--- src/rtl/ground_detect.sv ---
// ground_detect: once per frame, scans a platform ROM and reports the surface the character's feet rest on
// Ports:
//   i_clk, i_rst (async, active-low)   clock and reset
//   i_frame_tick                       one-cycle pulse per frame; starts a scan when idle
//   i_pos_x, i_pos_y                   character top-left position, snapshotted at scan start
//   o_plat_addr                        platform ROM address
//   i_plat_x, i_plat_y, i_plat_w       platform entry, valid one cycle after its address (w=0: disabled)
//   o_on_ground, o_ground_y            registered result, updated only at scan end
//   o_scan_busy, o_scan_done           scan in progress / one-cycle result-update pulse
module ground_detect #(
    parameter int NUM_PLAT = 8,
    parameter int CHAR_W   = 32,
    parameter int CHAR_H   = 48,
    parameter int FLOOR_Y  = 700,
    parameter int SNAP_TOL = 4
) (
    input  logic                        i_clk,
    input  logic                        i_rst,
    input  logic                        i_frame_tick,
    input  logic [11:0]                 i_pos_x,
    input  logic [11:0]                 i_pos_y,
    output logic [$clog2(NUM_PLAT)-1:0] o_plat_addr,
    input  logic [11:0]                 i_plat_x,
    input  logic [11:0]                 i_plat_y,
    input  logic [11:0]                 i_plat_w,
    output logic                        o_on_ground,
    output logic [11:0]                 o_ground_y,
    output logic                        o_scan_busy,
    output logic                        o_scan_done
);
    localparam int AW = $clog2(NUM_PLAT);
    localparam int CW = AW + 1;
    localparam logic [CW-1:0] LAST = CW'(NUM_PLAT);
    localparam logic [11:0] FLOOR = 12'(FLOOR_Y);
    typedef enum logic [1:0] {IDLE, SCAN, FINISH} state_t;
    state_t      r_state, w_next;
    logic [CW-1:0] r_cnt;
    logic [11:0] r_px, r_best, w_nbest;
    logic [12:0] r_feet, w_px, w_plx, w_ply;
    logic        r_valid, w_eval, w_last, w_hit, w_take, w_nvalid, w_floor;
    // r_cnt counts SCAN cycles: addresses go out while r_cnt < NUM_PLAT,
    // and entry r_cnt-1 is evaluated while r_cnt >= 1
    assign w_eval   = (r_state == SCAN) && (r_cnt != '0);
    assign w_last   = (r_state == SCAN) && (r_cnt == LAST);
    assign w_px     = {1'b0, r_px};
    assign w_plx    = {1'b0, i_plat_x};
    assign w_ply    = {1'b0, i_plat_y};
    assign w_hit    = w_eval && (i_plat_w != '0)
                      && (w_px + 13'(CHAR_W) > w_plx)
                      && (w_px < w_plx + {1'b0, i_plat_w})
                      && (r_feet >= w_ply)
                      && (r_feet <= w_ply + 13'(SNAP_TOL));
    assign w_take   = w_hit && (!r_valid || i_plat_y < r_best);
    assign w_nvalid = r_valid | w_take;
    assign w_nbest  = w_take ? i_plat_y : r_best;
    assign w_floor  = r_feet >= 13'(FLOOR_Y);
    always_ff @(posedge i_clk or negedge i_rst) begin
        if (!i_rst) r_state <= IDLE;
        else        r_state <= w_next;
    end
    always_comb begin
        w_next = (r_state == IDLE) ? (i_frame_tick ? SCAN : IDLE) :
                 (r_state == SCAN) ? (w_last ? FINISH : SCAN) : IDLE;
    end
    always_comb begin
        o_scan_busy = r_state != IDLE;
        o_scan_done = r_state == FINISH;
        o_plat_addr = (r_state == SCAN && r_cnt != LAST) ? r_cnt[AW-1:0] : '0;
    end
    // The result is registered on the edge into FINISH, folding in the last
    // entry, so it appears together with scan_done and never mid-scan
    always_ff @(posedge i_clk or negedge i_rst) begin
        if (!i_rst) begin
            r_cnt       <= '0;
            r_px        <= '0;
            r_feet      <= '0;
            r_valid     <= 1'b0;
            r_best      <= FLOOR;
            o_on_ground <= 1'b0;
            o_ground_y  <= FLOOR;
        end else begin
            r_cnt <= (r_state == SCAN && !w_last) ? r_cnt + 1'b1 : '0;
            if (r_state == IDLE && i_frame_tick) begin
                r_px    <= i_pos_x;
                r_feet  <= {1'b0, i_pos_y} + 13'(CHAR_H);
                r_valid <= 1'b0;
                r_best  <= FLOOR;
            end else if (w_eval) begin
                r_valid <= w_nvalid;
                r_best  <= w_nbest;
            end
            if (w_last) begin
                o_on_ground <= w_nvalid | w_floor;
                o_ground_y  <= w_nvalid ? w_nbest : FLOOR;
            end
        end
    end
endmodule

--- config.mk ---
export PLATFORM = sky130hd
export DESIGN_NAME = ground_detect
export DESIGN_NICKNAME = d
export VERILOG_FILES = /design/src/rtl/ground_detect.sv
export SDC_FILE = /design/constraint.sdc
export NUM_CORES = 1
export LEC_CHECK = 0
export BUFFER_PORTS_ARGS = -buffer_cell sky130_fd_sc_hd__buf_2
export CORE_MARGIN = 2
export CORE_UTILIZATION = 52
export DETAILED_ROUTE_END_ITERATION = 8
export PLACE_DENSITY = 0.87
export SLEW_MARGIN = 25
export SYNTH_ARGS = -nofsm -noshare
export SYNTH_HDL_FRONTEND = slang
export SYNTH_SLANG_ARGS = --single-unit
--- constraint.sdc ---
create_clock -name i_clk -period 2.88 [get_ports i_clk]
set_input_delay 0.144 -clock i_clk [delete_from_list [all_inputs] [get_ports i_clk]]
set_output_delay 0.144 -clock i_clk [all_outputs]
set_load 0.05 [all_outputs]
## Word level (Yosys, flattened, before mapping)

Cells that the tools add are included.

- Add/subtract/negate cells: 5
- Magnitude comparators: 6
- Equal/unequal tests: 4
- Mux-type cells: 12
- Bitwise operators: 2
- Reduce and logical (&&, ||, !) cells: 19

Operators by type and width:

| cell | number |
|---|---|
| two-way mux 12 bit | 4 |
| adder 12 x 6 -> 13 bit, second input constant | 2 |
| adder 12 x 12 -> 13 bit | 1 |
| adder 12 x 3 -> 13 bit, second input constant | 1 |
| greater-or-equal comparator 13 x 10 -> 1 bit, second input constant | 1 |
| greater-or-equal comparator 13 x 12 -> 1 bit | 1 |
| greater-than comparator 13 x 12 -> 1 bit | 1 |
| <= comparator 13 bit | 1 |
| < comparator 12 x 13 -> 1 bit | 1 |
| < comparator 12 bit | 1 |
| nonzero test 12 bit | 1 |
| logical AND 1 bit | 11 |
| two-way mux 2 bit | 3 |
| adder 4 x 1 -> 4 bit, second input constant | 1 |
| == test 4 bit, second input constant | 1 |
| two-way mux 4 bit | 1 |
| != test 4 bit, second input constant | 1 |
| nonzero test 2 bit | 2 |
| nonzero test 4 bit | 1 |
| two-way mux 1 bit | 3 |
| two-way mux 3 bit | 1 |
| == test 2 x 1 -> 1 bit, second input constant | 1 |
| == test 2 bit, second input constant | 1 |
| zero test 1 bit | 2 |
| 3 further kinds | 4 |

- Register bits: 57
- Bits of input ports: 63
- Output and inout port bits: 18

## Depth between registers and ports, before layout

Gate-level depths: netlist of run 1.

- Depth after elaboration: 11
- Mapped depth: 19

## Least setup slack after synthesis of run 1

Ideal clock, no wire load.

- Kind: in2reg
- Start: in i_plat_x[0]
- End: reg o_ground_y[10]
- Arrival time: 3.552 ns
- Data required time: 2.756 ns
- Slack: -0.795 ns
- Cell stages on the path: 18
- Buffers on the path: 1
- Path through: ha_1 > inv_1 > fa_1 > and2b_1 > o2111ai_2 > nand3_2 > o2111ai_4 > or2b_1 > a21oi_1 > xor2_1 > ha_1 > a21o_1 > a211oi_1 > o21ai_0 > o211a_4 > o41a_1 > buf_6 > a211o_1

- Cells in the longest elaborated chain, start to end: 8

RTL lines:

| item | line | RTL |
|---|---|---|
| from (decl) | 23 | `input logic [11:0] i_plat_x,` |
| adder 12 x 12 -> 13 bit / greater-than comparator 13 x 12 -> 1 bit (equally long branches) | 50, 49 |  |
| < comparator 12 x 13 -> 1 bit / logical AND 1 bit (equally long branches) | 50, 49 |  |
| logical AND 1 bit (*) | 50 | `&& (w_px < w_plx + {1'b0, i_plat_w})` |
| logical AND 1 bit (*) | 51 | `&& (r_feet >= w_ply)` |
| logical AND 1 bit (*) | 52 | `&& (r_feet <= w_ply + 13'(SNAP_TOL));` |
| logical AND 1 bit (*) | 53 | `assign w_take = w_hit && (!r_valid \|\| i_plat_y < r_best);` |
| two-way mux 12 bit / bitwise OR 1 bit (equally long branches) | 55, 54 |  |
| two-way mux 12 bit (*) | 94 | `o_ground_y <= w_nvalid ? w_nbest : FLOOR;` |
| to (signal assigned) | 94 |  |
| to (decl) | 27 | `output logic [11:0] o_ground_y,` |

Every way passes the cells marked *; elsewhere a longest branch is shown, timed or not.
A chain may end at the register's enable or synchronous reset.

## Worst setup path in the final report of run 1

- Start: in i_plat_x[0]
- End: reg o_ground_y[8]

The elaborated chain is that of the path after synthesis.

==> results.py, run 1 <==
metrics = {
    "yosys": {
        "synth-seq-area-share": 0.298,
        "synth_edf_count": 0,
        "synth_ff_type": "dfrtp_1",
        "yosys_warnings": 0,
        "synth-seq-cells": 57,
        "syn_avg_cell_area_um2": 8.64,
        "async_flop_share": 1.00,
        "netlist-cell-type-count": 54,
        "syn_nets": 697,
        "synth_cells": 559,
        "syn_area_um2": 4830,
    },
    "timing": {
        "rsz0062_at_grt": "true",
        "worst_slew_margin_rel": 0.563,
        "fin_ws_ps": -529,
        "fin_skew_ps": 7.06,
        "worstMarginPinSlew_ps": 655,
        "min_period_ps": 3410,
        "period_share": 1.18,
        "slew_violations": 0,
        "hold_viol": 0,
        "setup_violations": 26,
        "whs_ps": 5.75,
        "finalSetupTns_ps": -11730,
        "fmax_mhz": 293,
    },
    "placed_design": {
        "hpwlAfterDp_um": 10700,
        "gp_congestion": 0.919,
        "dpl.cell_count": 809,
        "pre_cts_slack_ps": -926,
        "port_buffers": 80,
        "dpl-instance-area_um2": 5880,
    },
    "worst_setup_path": {
        "slowest_delay_ps": 350,
        "cp_max_fo": 9,
        "reg2reg_slack_ps": -200,
        "reg2reg_from": "r_best[7]",
        "endpoint": "o_ground_y[8]",
        "crit_type": "in2reg",
        "path_cells": "buf_6, ha_4, inv_2, fa_2, and2b_1, o2111ai_2, nand3_2, o2111ai_4, or2b_1, a21oi_2, xor2_1, ha_1, a21o_1, a211oi_2, o21ai_1, o211a_4, o41a_1, buf_4, a211o_1",
        "ff2ff_path_depth": 9,
        "critPathLaunch": "i_plat_x[0]",
        "critPathArrivalTime_ps": 3650,
        "cp_top_family": "compound AO/OA/AOI/OAI gates",
        "worst-path-buf-inv": 3,
        "end_kind": "register",
        "cp_num_cells": 19,
        "cp_slowest_cell": "o41a_1",
        "crit_path_start_kind": "input port",
        "regToRegEndpoint": "o_ground_y[8]",
        "cp.required_ps": 3120,
    },
    "route": {
        "drtAntennaViolNets": 0,
        "num_vias": 4893,
        "wl_per_cell_um": 16.8,
        "drcViolationCount": 0,
        "vias_per_cell": 5.83,
        "drt-initial-drc-count": 261,
        "wirelength_um": 14100,
        "first_pass_iters": 5,
    },
    "final_layout": {
        "final_nets": 861,
        "multiInputGateArea_um2": 3200,
        "regArea_um2": 1440,
        "num-fill-cells": 665,
        "antenna_cells": 0,
        "syn_to_final_growth_pct": 29.5,
        "finalCoreUtilization": 0.687,
        "final_cells": 839,
        "final_layout_size_suffix_gt1_frac": 0.276,
        "design_area_um2": 6250,
    },
    "outcome": {
        "outcome": "complete, but fails checks",
        "violations": "negative setup slack",
    },
    "min_path": {
        "min_path_type": "in2reg",
    },
    "power_and_ir_drop": {
        "cellLeakagePower_nw": 3.36,
        "peakVddDrop_mv": 0.379,
        "p_per_area_nw_per_um2": 761,
        "power_mw": 4.76,
    },
    "clocking": {
        "ctsRootBufferMaster": "clkbuf_8",
        "htreeDepth": 3,
        "insertion_delay_ps": 350,
        "cts_num_sinks": 57,
        "path_clk_slew_ps": 70,
        "cts_buffers": 9,
        "cts_tree": "done",
        "clockBufferDepth": 2,
    },
    "grt": {
        "grt_pass1_wl_um": 22600,
        "grt_pass1_vias": 4897,
        "grt_usage": 0.286,
        "grt_max_degree": 52,
        "antenna_found_initial": 0,
        "grt_remaining_overflow": 0,
    },
    "die": {
        "die_area_um2": 10100,
        "core.rowCount": 35,
        "chipHeight_um": 100,
        "fp.dieW_um": 100,
        "start_util": 0.530,
        "io_pins": 81,
        "core_um2": 9110,
    },
    "job": {
        "drv_cap": 0,
    },
}
==> area by class of cell <==
class	instances	share of cell area
Multi-Input combinational cell	440	0.512
Sequential cell	57	0.230
Timing Repair Buffer	164	0.176
Inverter	51	0.0306
Tap cell	111	0.0222
Clock buffer	10	0.0220
Clock inverter	6	0.00680
==> metal layers <==
layer  vias to the layer above  wire, um  GRT usage
met3                        53       779     0.0627
met4                         0       563      0.145
li1                       2317         -          -
met1                      2340      5870      0.337
met2                       183      6890      0.488
met5                         -         0          0
==> worst min path at each step <==
stage,startpoint,to,cells after the start
3_3_place_gp,i_pos_x[1],r_px[1],3
2_1_floorplan,i_rst,o_ground_y[0],0
6_report,i_pos_x[9],r_px[9],3
5_1_grt,i_pos_x[7],r_px[7],3
4_1_cts,i_pos_x[9],r_px[9],3
3_5_place_dp,i_rst,r_best[1],1
==> cell usage after synthesis, types with 13 or more instances <==
master	n	area (um^2)
a211oi_1	17	128
nor2_1	44	165
a211o_1	14	123
xor2_1	18	158
inv_1	50	188
xnor2_1	13	114
o21ai_0	23	115
a21oi_1	24	120
ha_1	74	926
dfrtp_1	45	1130
nand2_1	81	304
nand3_1	18	90.1
==> worst reg2reg max path: cells and delay by family, from the launching register on <==
family	cells	cell delay, ps
buf+inv	2	250
flops	1	540
fa+ha+maj	1	290
compound gates	6	1880
==> report_power, final <==
part | switching, mW | internal, mW
Sequential | 0.293 | 1.10
Combinational | 1.53 | 1.13
Clock | 0.371 | 0.336
Total | 2.20 | 2.56
==> flip-flops by register name, summed over array words and instances, names as in the netlist <==
| name | count |
|---|---|
| r_state | 2 |
| r_cnt | 4 |
| r_feet | 13 |
| r_valid | 1 |
| o_on_ground | 1 |
| r_px | 12 |
| o_ground_y | 12 |
| r_best | 12 |
==> timing repair <==
item                                    in CTS  in global routing
hold buffers                                10                  0
buffers inserted                             2                  1
resized for setup                            6                  3
endpoints found under the setup margin      26                 26
pin swaps                                    4                  1
hold endpoints to repair                    54                  0
cloned                                       0                  1
==> cell families (layout without fill, tap and decap cells) <==
| kind of cell | after synthesis | after routing | share of synthesized area |
|---|---|---|---|
| xor+xnor | 31 | 31 | 0.0562 |
| fa+ha+maj | 75 | 75 | 0.196 |
| flops | 57 | 57 | 0.298 |
| mux | 12 | 12 | 0.0249 |
| simple gates | 207 | 207 | 0.204 |
| compound gates | 115 | 115 | 0.171 |
| buf+inv | 62 | 231 | 0.0500 |
==> cells in the final DEF (no fill, tap or decap), drive strengths merged, types with 4 or more instances in the layout <==
| cell type | count |
|---|---|
| buf | 153 |
| nand2 | 81 |
| ha | 74 |
| inv | 52 |
| dfrtp | 45 |
| nor2 | 44 |
| a21oi | 24 |
| o21ai | 24 |
| nand3 | 19 |
| xor2 | 18 |
| a211oi | 17 |
| a211o | 14 |
| xnor2 | 13 |
| mux2i | 12 |
| dfstp | 12 |
| nor4 | 12 |
| clkbuf | 11 |
| dlygate4sd3 | 10 |
| and2 | 9 |
| a21o | 9 |
| and3 | 7 |
| nand4 | 6 |
| and4 | 6 |
| nor3 | 5 |
| nand2b | 5 |
| o31ai | 4 |
| o211ai | 4 |
| o2111ai | 4 |
No activity file was read; power rests on OpenSTA's default activity.
==> run 2, diff against run 1 <==
CORE_ASPECT_RATIO = 2   (was default)
==> results.py, run 2 (same netlist as run 1, synthesis figures left out) <==
metrics = {
    "outcome": {
        "outcome": "complete, but fails checks",
        "violations": "negative setup slack",
    },
    "grt": {
        "grt_remaining_overflow": 0,
        "antenna_found_initial": 0,
        "grt_pass1_vias": 5208,
        "grt_pass1_wl_um": 23900,
        "grt_usage": 0.307,
        "grt_max_degree": 47,
    },
    "clocking": {
        "ctsRootBufferMaster": "clkbuf_16",
        "clockBufferDepth": 2,
        "cts_buffers": 9,
        "cts_tree": "done",
        "cts_num_sinks": 57,
        "insertion_delay_ps": 340,
        "htreeDepth": 3,
        "path_clk_slew_ps": 50,
    },
    "power_and_ir_drop": {
        "cellLeakagePower_nw": 3.41,
        "power_mw": 5.17,
        "p_per_area_nw_per_um2": 813,
        "peakVddDrop_mv": 0.724,
    },
    "worst_setup_path": {
        "worst-path-buf-inv": 3,
        "cp_top_family": "simple AND/OR/NAND/NOR gates",
        "ff2ff_path_depth": 11,
        "end_kind": "register",
        "path_cells": "buf_8, ha_4, inv_2, fa_2, and2b_1, o2111ai_2, nand3_2, o2111ai_4, or2b_1, a21oi_2, xor2_1, ha_1, a21o_1, a211oi_2, o21ai_2, o211a_4, buf_4, nor4_1, a211oi_2",
        "slowest_delay_ps": 560,
        "cp_slowest_cell": "nor4_1",
        "cp_max_fo": 6,
        "crit_type": "in2reg",
        "cp_common_cell": "a211oi_2",
        "cp.required_ps": 3120,
        "cp_num_cells": 19,
        "critPathArrivalTime_ps": 3620,
        "crit_path_start_kind": "input port",
    },
    "final_layout": {
        "syn_to_final_growth_pct": 31.6,
        "largest_reg_flops": 13,
        "num-fill-cells": 617,
        "mostFrequentLayoutCell": "nand2_1",
        "final_nets": 855,
        "antenna_cells": 0,
        "final_layout_size_suffix_gt1_frac": 0.292,
        "final_cell_mix": "nand2_1, buf_2, buf_4",
        "finalCoreUtilization": 0.705,
        "final_cells": 824,
        "top_register": "r_feet",
    },
    "timing": {
        "slew_violations": 0,
        "period_share": 1.17,
        "fin_skew_ps": 5.16,
        "hold_viol": 0,
        "min_period_ps": 3380,
        "finalSetupTns_ps": -10270,
        "worstMarginPinSlew_ps": 827,
        "fin_ws_ps": -495,
        "rsz0062_at_grt": "true",
        "fmax_mhz": 296,
        "worst_slew_margin_rel": 0.445,
        "setup_violations": 26,
    },
    "min_path": {
        "holdPathStages": 3,
        "min_path_type": "in2reg",
    },
    "die": {
        "start_util": 0.536,
        "die_area_um2": 10100,
        "core_um2": 9010,
        "core.rowCount": 49,
        "fp.dieW_um": 72.1,
        "chipHeight_um": 140,
        "io_pins": 81,
    },
    "route": {
        "met3_length_um": 781,
        "highest_layer": "met4",
        "wl_per_cell_um": 18.3,
        "wl_met1_um": 5020,
        "wl_met2_um": 7930,
        "drtAntennaViolNets": 0,
        "wirelength_um": 15100,
        "first_pass_iters": 5,
        "drcViolationCount": 0,
        "vias_per_cell": 6.12,
        "num_vias": 5044,
        "drt-initial-drc-count": 334,
    },
    "placed_design": {
        "port_buffers": 80,
        "hpwlAfterDp_um": 11400,
        "dpl.cell_count": 802,
        "gp_congestion": 0.975,
        "pre_cts_slack_ps": -1020,
    },
    "job": {
        "drv_cap": 0,
    },
}
==> run 2: changes by cell type in the layout (fill, tap and decap cells not counted), sizes merged <==
cell and delta:
o41a +1, bufinv +1, clkinvlp -2, inv -1, clkbuf +2, clkinv -1
dlygate4sd3 -9, buf +3
==> run 2: path summary, 6_finish.rpt <==
check	from	end	slack, ps
max in group asynchronous	i_rst	o_ground_y[8]	1900
min in group asynchronous	i_rst	r_feet[7]	350
max	i_plat_x[0]	o_ground_y[2]	-500
min	i_pos_x[1]	r_px[1]	5
max reg2reg	r_px[6]	o_ground_y[11]	-320
min reg2reg	r_cnt[0]	r_cnt[0]	510
==> run 2: worst min-delay path: cells and delay by family <==
family                 cells  cell delay (ps)
and+or+nand+nor            2               90
buffers and inverters      1               80
==> run 2: report_power, final <==
group,switching [mW],total (mW),internal (mW)
registers,0.299,1.40,1.10
clock network,0.365,1.08,0.713
logic,1.59,2.69,1.10
total,2.25,5.17,2.91
==> run 2: layout make-up <==
class | instances | area, um^2 | share of cell area
multi-input combinational | 441 | 3280 | 0.516
clock buffer | 13 | 260 | 0.0409
clock inverter | 3 | 40.0 | 0.00630
sequential | 57 | 1440 | 0.227
tap | 102 | 128 | 0.0201
timing repair buffer | 157 | 1020 | 0.160
inverter | 51 | 191 | 0.0301
==> run 2: stage by stage <==
| step | instance area (um^2) | hold WS [ps] |
|---|---|---|
| detailed placement | 5880 | 349 |
| global route | 6360 | 14.9 |
| global placement | 5880 | 339 |
| finish | 6360 | 4.76 |
| floorplan | 4860 | -152 |
| CTS | 6320 | 4.80 |
==> run 2: what timing repair did <==
| item | CTS | global route |
|---|---|---|
| hold buffers | 0 | 1 |
| resized for setup | 20 | 4 |
| hold endpoints to repair | 0 | 33 |
| buffers inserted | 3 | 1 |
| endpoints found under the setup margin | 26 | 26 |
| gates cloned | 1 | 0 |
| pin swaps | 9 | 4 |
==> run 2: routing by layer <==
layer  track usage  vias to the layer above
met5             0                        -
met1         0.289                     2385
met3        0.0554                      101
met2         0.545                      240
met4         0.264                        0
li1              -                     2318
